### config.mk
export PLATFORM = sky130hd
export DESIGN_NAME = uart_tx_arbiter
export DESIGN_NICKNAME = d
export VERILOG_FILES = /design/src/rtl/uart_tx_arbiter.sv
export SDC_FILE = /design/constraint.sdc
export NUM_CORES = 1
export LEC_CHECK = 0
export CORE_AREA = 2 2 95 51
export CTS_BUF_LIST = sky130_fd_sc_hd__clkbuf_2
export DETAILED_ROUTE_END_ITERATION = 7
export DIE_AREA = 0 0 97 53
export PLACE_DENSITY = 0.81
export SYNTH_ARGS = -nofsm -noshare
export SYNTH_HDL_FRONTEND = slang
export SYNTH_SLANG_ARGS = --single-unit
export TNS_END_PERCENT = 50
### constraint.sdc
create_clock -name clk -period 2.38 [get_ports clk]
set_input_delay 0.357 -clock clk [delete_from_list [all_inputs] [get_ports clk]]
set_output_delay 0.357 -clock clk [all_outputs]
set_load 0.03 [all_outputs]
### src/rtl/uart_tx_arbiter.sv
// Four-requester byte arbiter in front of a UART transmitter.
// Round-robin grant with per-message lock, done/timeout handshake with the transmitter.
module uart_tx_arbiter #(
  parameter int TIMEOUT_CYCLES = 20000
) (
  input  logic        clk,
  input  logic        rst,
  input  logic [3:0]  req,
  input  logic [31:0] req_data,
  input  logic [3:0]  req_last,
  output logic [3:0]  req_ack,
  output logic        tx_send,
  output logic [7:0]  tx_data,
  input  logic        tx_done,
  output logic [1:0]  grant_id,
  output logic        busy,
  output logic        err
);

  localparam int CNT_W = ($clog2(TIMEOUT_CYCLES) > 15) ? $clog2(TIMEOUT_CYCLES) : 15;
  localparam logic [CNT_W-1:0] CNT_LAST = CNT_W'(TIMEOUT_CYCLES - 1);

  typedef enum logic [1:0] {
    IDLE    = 2'd0,
    LOAD    = 2'd1,
    SEND    = 2'd2,
    RELEASE = 2'd3
  } state_e;

  state_e           state_q,   state_d;
  logic [1:0]       grant_q,   grant_d;
  logic [1:0]       rr_q,      rr_d;
  logic [1:0]       lock_id_q, lock_id_d;
  logic             lock_q,    lock_d;
  logic             last_q,    last_d;
  logic             err_q,     err_d;
  logic             tx_send_q, tx_send_d;
  logic [7:0]       tx_data_q, tx_data_d;
  logic [3:0]       ack_q,     ack_d;
  logic [CNT_W-1:0] cnt_q,     cnt_d;

  logic       pick_valid;
  logic [1:0] pick_id;

  // While a message is in flight only its owner may win; otherwise the
  // lowest offset from rr_q wins, so the loop runs from the far end down.
  always_comb begin
    pick_valid = 1'b0;
    pick_id    = rr_q;
    if (lock_q) begin
      pick_valid = req[lock_id_q];
      pick_id    = lock_id_q;
    end else begin
      for (int k = 3; k >= 0; k--) begin
        if (req[rr_q + 2'(k)]) begin
          pick_valid = 1'b1;
          pick_id    = rr_q + 2'(k);
        end
      end
    end
  end

  always_comb begin
    // NOTE: every *_d gets its hold value first so no path through the case leaves one unassigned (no latches).
    state_d   = state_q;
    grant_d   = grant_q;
    rr_d      = rr_q;
    lock_id_d = lock_id_q;
    lock_d    = lock_q;
    last_d    = last_q;
    err_d     = err_q;
    tx_data_d = tx_data_q;
    ack_d     = 4'b0000;
    cnt_d     = cnt_q;

    unique case (state_q)
      IDLE: begin
        if (pick_valid) begin
          grant_d = pick_id;
          state_d = LOAD;
        end
      end
      LOAD: begin
        tx_data_d = req_data[{grant_q, 3'b000} +: 8];
        last_d    = req_last[grant_q];
        cnt_d     = '0;
        state_d   = SEND;
      end
      SEND: begin
        if (tx_done) begin
          ack_d[grant_q] = 1'b1;
          if (last_q) begin
            lock_d = 1'b0;
            rr_d   = grant_q + 2'd1;
          end else begin
            lock_d    = 1'b1;
            lock_id_d = grant_q;
          end
          state_d = RELEASE;
        end else if (cnt_q == CNT_LAST) begin
          // Abandoned frame: no ack, requester keeps req high and retries later.
          err_d   = 1'b1;
          lock_d  = 1'b0;
          rr_d    = grant_q + 2'd1;
          state_d = RELEASE;
        end else begin
          cnt_d = cnt_q + CNT_W'(1);
        end
      end
      RELEASE: begin
        if (!tx_done) state_d = IDLE;
      end
      default: state_d = IDLE;
    endcase

    tx_send_d = (state_d == SEND);
  end

  always_ff @(posedge clk) begin
    if (rst) begin
      state_q   <= IDLE;
      grant_q   <= 2'd0;
      rr_q      <= 2'd0;
      lock_id_q <= 2'd0;
      lock_q    <= 1'b0;
      last_q    <= 1'b0;
      err_q     <= 1'b0;
      tx_send_q <= 1'b0;
      tx_data_q <= 8'h00;
      ack_q     <= 4'b0000;
      cnt_q     <= '0;
    end else begin
      // NOTE: non-blocking updates so every flop samples the pre-edge value of every other flop.
      state_q   <= state_d;
      grant_q   <= grant_d;
      rr_q      <= rr_d;
      lock_id_q <= lock_id_d;
      lock_q    <= lock_d;
      last_q    <= last_d;
      err_q     <= err_d;
      tx_send_q <= tx_send_d;
      tx_data_q <= tx_data_d;
      ack_q     <= ack_d;
      cnt_q     <= cnt_d;
    end
  end

  assign req_ack  = ack_q;
  assign tx_send  = tx_send_q;
  assign tx_data  = tx_data_q;
  assign grant_id = grant_q;
  assign busy     = (state_q != IDLE);
  assign err      = err_q;

endmodule

Yosys cells after proc, flatten, opt, wreduce, memory -nomap -nowiden
Cells that the tools add are included.
{ "word_totals": {"regBits": 39, "out_inout_bits": 17, "wordCells": 85} }
{ "op_classes": {"add_sub_neg": 5, "magnitude_cmp": 7, "n_eq_ne": 8, "shift": 1, "muxes": 38, "bitwise_logic": 3, "reduce_logical": 12} }
{ "op_table": {"columns": ["op", "n"], "rows": [
  ["32-bit by 6-bit variable part select with 8-bit output", 1],
  ["15-bit 2-to-1 mux", 2],
  ["15-bit one-hot mux with 2 select lines", 1],
  ["2-bit 2-to-1 mux", 12],
  ["2-bit by 3-bit < comparator with 1-bit output (second input constant)", 6],
  ["15-bit by 1-bit adder with 15-bit output (second input constant)", 1],
  ["15-bit == test (second input constant)", 1],
  ["1-bit 2-to-1 mux", 15],
  ["1-bit binary-select mux with 2-bit select", 6],
  ["3-bit AND reduction", 4],
  ["2-bit one-hot mux with 4 select lines", 1],
  ["2-bit == test (second input constant)", 3],
  ["2-bit nonzero test", 3],
  ["2-bit by 1-bit adder with 2-bit output (second input constant)", 2],
  ["2-bit adder (second input constant)", 2],
  ["2-bit inequality test (second input constant)", 2],
  ["2-bit AND reduction", 2],
  ["1-bit inverter", 3],
  ["3-bit OR reduction", 1],
  ["1-bit demux with 2-bit select", 1],
  ["2-bit by 1-bit == test with 1-bit output (second input constant)", 1],
  ["2-bit by 1-bit >= comparator with 1-bit output (second input constant)", 1],
  ["2-bit logical NOT", 1],
  ["2-bit by 1-bit inequality test with 1-bit output (second input constant)", 1],
  ["1-bit logical AND", 1]
]} }

Logic depth before layout (Yosys ltp)
Gate-level depths: netlist of run 1.
{ "depth": {"word_depth": 11, "mapped_depth": 6} }

Worst setup path after synthesis of run 1
OpenSTA, ideal clock, no wires.
{ "synth_path": {"path_type": "reg2reg", "from": "register cnt_q[0]", "to": "register rr_q[1]", "t_arrival_ns": 1.659, "t_required_ns": 2.252, "setup_slack_ns": 0.593, "path_stages_with_launch": 7, "path_cell_list": "dfxtp_1 ha_1 and4_2 nand4_4 a2111oi_4 mux2i_1 nor2_1"} }
{ "synth_between": {"elab_chain_cells": 3} }
{ "synth_lines": {"columns": ["element", "line_no", "text"], "rows": [
  ["start: declaration", "40", "logic [CNT_W-1:0] cnt_q, cnt_d;"],
  ["start signal: assignment", "144", "cnt_q <= cnt_d;"],
  ["15-bit == test", "100", "end else if (cnt_q == CNT_LAST) begin"],
  ["2-bit nonzero test (no source line)", null, null],
  ["3-bit AND reduction (no source line)", null, null],
  ["end signal: assignment", "136", "rr_q <= rr_d;"],
  ["end: declaration", "32", "logic [1:0] rr_q, rr_d;"]
]} }
Every way passes these cells.
A chain may end at the register's enable or synchronous reset.

Worst setup path in the final report of run 1
{ "layout_path": {"from": "register state_q[0]", "to": "output port busy"} }
{ "layout_between": {"elab_chain_cells": 1} }
{ "layout_lines": {"columns": ["element", "line_no", "text"], "rows": [
  ["start: declaration", "30", "state_e state_q, state_d;"],
  ["start signal: assignment", "134", "state_q <= state_d;"],
  ["2-bit nonzero test", "152", "assign busy = (state_q != IDLE);"],
  ["end: declaration", "16", "output logic busy,"]
]} }
Every way passes these cells.

==> results by group, run 1 <==
Routing
  – DR WL/cell: 15.4 µm
  – Vias/cell: 5.50
  – Vias: 1904
  – First-pass iteration count of the detailed router: 4
  – Routed Antenna Nets: 0
  – Starting DRT DRC Count: 109
  – DR DRC count: 0
  – Drt total wl: 5.33 mm

Finish
  – FILL cells: 365
  – Layout cells sized above 1: 13.1%
  – Area delta synth->final: 37.5%
  – Fin cells: 346
  – Register area: 781 µm²
  – Fin nets: 336
  – N_diodes: 0
  – Final instance area: 0.00283 mm²
  – Multi-input logic area: 0.00121 mm²

STA
  – Slew Viols, Final: 0
  – Fin crit period: 2.20 ns
  – Fmax: 0.454 GHz
  – Max-slew headroom: 69.3%
  – Final-report setup violation count: 0
  – Unrepaired setup endpoints after global routing: false
  – Clock Skews: 0.00949 ns
  – Final period util: 92.6%
  – Slew @ Worst Pin: 0.459 ns
  – Hold Vio Cnt, Final: 0
  – Setup TNS: 0 ns
  – Final WS setup: 0.177 ns

Worst setup path
  – Arrival time at the worst endpoint: 1.85 ns
  – Critical Path RT: 2.02 ns
  – Worst R2R Setup Slack: 0.31 ns
  – FF-to-FF End: rr_q[1]
  – Critical path type: reg2out
  – Crit Path Max Fanout: 9
  – Worst Setup Start Kind: flop
  – Worst-case reg-to-reg path depth: 6
  – Critical Path End Type: primary output
  – Worst R2R Start: cnt_q[0]

Global route
  – Antenna violations before repair: 0
  – First-pass GRT wire length: 8.65 mm
  – Vias in the first global route: 1806
  – Total GRT Usage: 21.8%
  – Pin count of the biggest net entering global routing: 17
  – Total gr overflow: 0

Synth
  – Top-area cell type share of the netlist area: 38.0%
  – Area contributors post-synth: dfxtp_1 (38%), mux4_2 (9.9%), nor2_1 (5.1%)
  – EDFF count, synth: 0
  – Synthesis-stage register bit count: 39
  – Main synth FF type: dfxtp_1
  – Register area share after synthesis: 38.0%
  – Post-synth cell types: 40
  – Synth area leader: dfxtp_1
  – Yosys warnings: 0
  – Net Count, Synth: 272
  – Post-synth ARST share: 0%
  – Gate Count Post-Synth: 224
  – Synthesized area: 0.00206 mm²
  – Syn Area/Cell: 9.18 µm²

Pwr
  – Sw power: 590 µW
  – Total power: 1870 µW
  – Internal power: 1280 µW
  – Logic pwr share: 32.6%
  – Maximum vdd drop: 0.416 mV
  – Power share of the clock group: 27.4%
  – Part of the power in registers: 40.0%
  – Sw Share: 31.6%
  – PwrDens: 660 mW/mm²
  – P_leak: 0.00101 µW

CTS
  – H-tree lvl count: 2
  – Reg clk slew, reported paths: 0.21 ns
  – Setup bufs post-CTS: 0
  – Root buf cell: clkbuf_2
  – Cts repair resizes: 0
  – Clk sinks: 39
  – Hold Buf Count CTS: 0
  – Latest clock arrival within the worst-skew pair: 0.39 ns
  – Total CTS buffers: 5
  – CTS tree: yes
  – Clock Path Buffers: 2

Min path
  – Hold path endpoint: tx_data[1]
  – Hold wc startpoint: tx_data[1]
  – Worst Hold Depth: 2
  – Worst hold path type: reg2reg

Place
  – Post-Place Cells: 338
  – Gpl congestion: 0.874
  – # port buffers: 59
  – Detailed placement HPWL: 4.04 mm
  – Placement Setup Slack: 0.258 ns
  – Area after DPL: 0.00274 mm²

Floorplan
  – Die area: 0.00514 mm²
  – Core area: 0.00428 mm²
  – Boundary Pins: 60
  – Row cnt: 17
  – Die Span X: 97 µm
  – Die Span Y: 53 µm
  – Starting density of the core: 48.1%

Job
  – Max Cap Viol: 0

Run status
  – Outcome: completed
==> Yosys cell counts, types with 5 or more instances <==
master	count
mux4_2	9
nand2_1	27
nor3_1	9
clkbuf_1	6
ha_1	5
dfxtp_1	39
a21oi_1	16
xor2_1	7
nor2_1	28
nand3_1	11
nand4_1	5
inv_1	8
==> logic make-up (layout without fill, tap and decap cells) <==
| kind of cell | count (synthesis) | in the layout | synth area share (%) |
|---|---|---|---|
| buffers and inverters | 17 | 82 | 3.22 |
| DFF | 39 | 39 | 38.0 |
| muxes | 16 | 16 | 13.4 |
| xor gates and xnor gates | 8 | 8 | 3.41 |
| AOI/OAI and AO/OA | 30 | 30 | 9.73 |
| adders and majority gates | 5 | 5 | 3.04 |
| and+or+nand+nor | 109 | 109 | 29.2 |
==> worst max-delay path, cell delays in order, from the launching register on <==
cell             delay, ns
dfxtp_1               0.58
nor2_1                0.14
inv_1                 0.07
clkdlybuf4s50_1       0.66
==> worst max-delay path by stage <==
stage / cells after the start / slack (ns) / to / from
3_5_place_dp: 6 / 0.26 / cnt_q[10] / tx_done
2_1_floorplan: 6 / 0.59 / rr_q[1] / cnt_q[0]
6_report: 3 / 0.18 / busy / state_q[0]
3_3_place_gp: 6 / 0.27 / grant_id[0] / req[1]
4_1_cts: 3 / 0.16 / busy / state_q[0]
5_1_grt: 3 / 0.05 / busy / state_q[0]
==> state kept, by name (all words and copies together), names as in the netlist <==
signal	cells
tx_data	8
state_q	2
cnt_q	15
last_q	1
err	1
lock_id_q	2
lock_q	1
rr_q	2
grant_id	2
tx_send	1
req_ack	4
==> layout make-up <==
cell class	instances	share of cell area (%)
inverter	8	1.06
sequential	39	27.6
tap	57	2.52
multi-input combinational	168	42.8
clock buffer	5	0.885
timing repair buffer	66	22.7
clock inverter	3	2.39
==> cells in the final DEF, fill, tap and decap left out, types with 2 or more instances in the layout <==
cell type | synthesis | final
xor2_1 | 7 | 7
bufinv_16 | 0 | 2
dfxtp_1 | 39 | 39
a21oi_1 | 16 | 16
and2_1 | 4 | 4
mux4_2 | 9 | 9
and3_1 | 3 | 3
or3_1 | 2 | 2
o31ai_1 | 2 | 2
nor4b_4 | 2 | 2
clkdlybuf4s50_1 | 0 | 59
buf_4 | 0 | 7
mux2i_1 | 4 | 4
a31oi_1 | 2 | 2
nand4_1 | 5 | 5
clkbuf_2 | 0 | 5
or2_2 | 2 | 2
nor3_1 | 9 | 9
o21ai_0 | 2 | 2
nand3b_1 | 4 | 4
and4_2 | 2 | 2
ha_1 | 5 | 5
mux2_2 | 3 | 3
a211oi_1 | 3 | 3
inv_1 | 8 | 8
nand2b_1 | 3 | 3
nand3_1 | 11 | 11
nand2_1 | 27 | 27
nor2_1 | 28 | 28
nor2b_1 | 2 | 2
==> metrics by stage <==
stage	utilization, %	hold WS [ns]
finish	66.1	0.469
global route	66.1	0.496
CTS	66.1	0.470
detailed placement	64.0	0.446
global placement	64.0	0.442
floorplan	-	0.437
==> metal layers <==
layer  GRT usage [%]  vias to the layer above  wire (µm)  share of wire, %
li1                -                      922          -                 -
met1            29.3                      874       2600                49
met2            33.0                       98       2100                39
met3            7.13                       10        539                10
met4            8.22                        0         89               1.7
met5               0                        -          0                 0
==> power groups by stage <==
stage / Sequential [µW] / Clock (µW) / Combinational (µW)
final: 747 / 512 / 608
after global placement: 758 / 0 / 602
after detailed placement: 760 / 0 / 610
after CTS: 747 / 519 / 611
after global routing: 755 / 548 / 658
after floorplan: 820 / 0 / 302
No activity file was read; power rests on OpenSTA's default activity.
==> run 2, diff against run 1 <==
Settings changed: SLEW_MARGIN from default to 20.
==> results of run 2 <==
Final layout, timing and power as in run 1 (identical DEF).
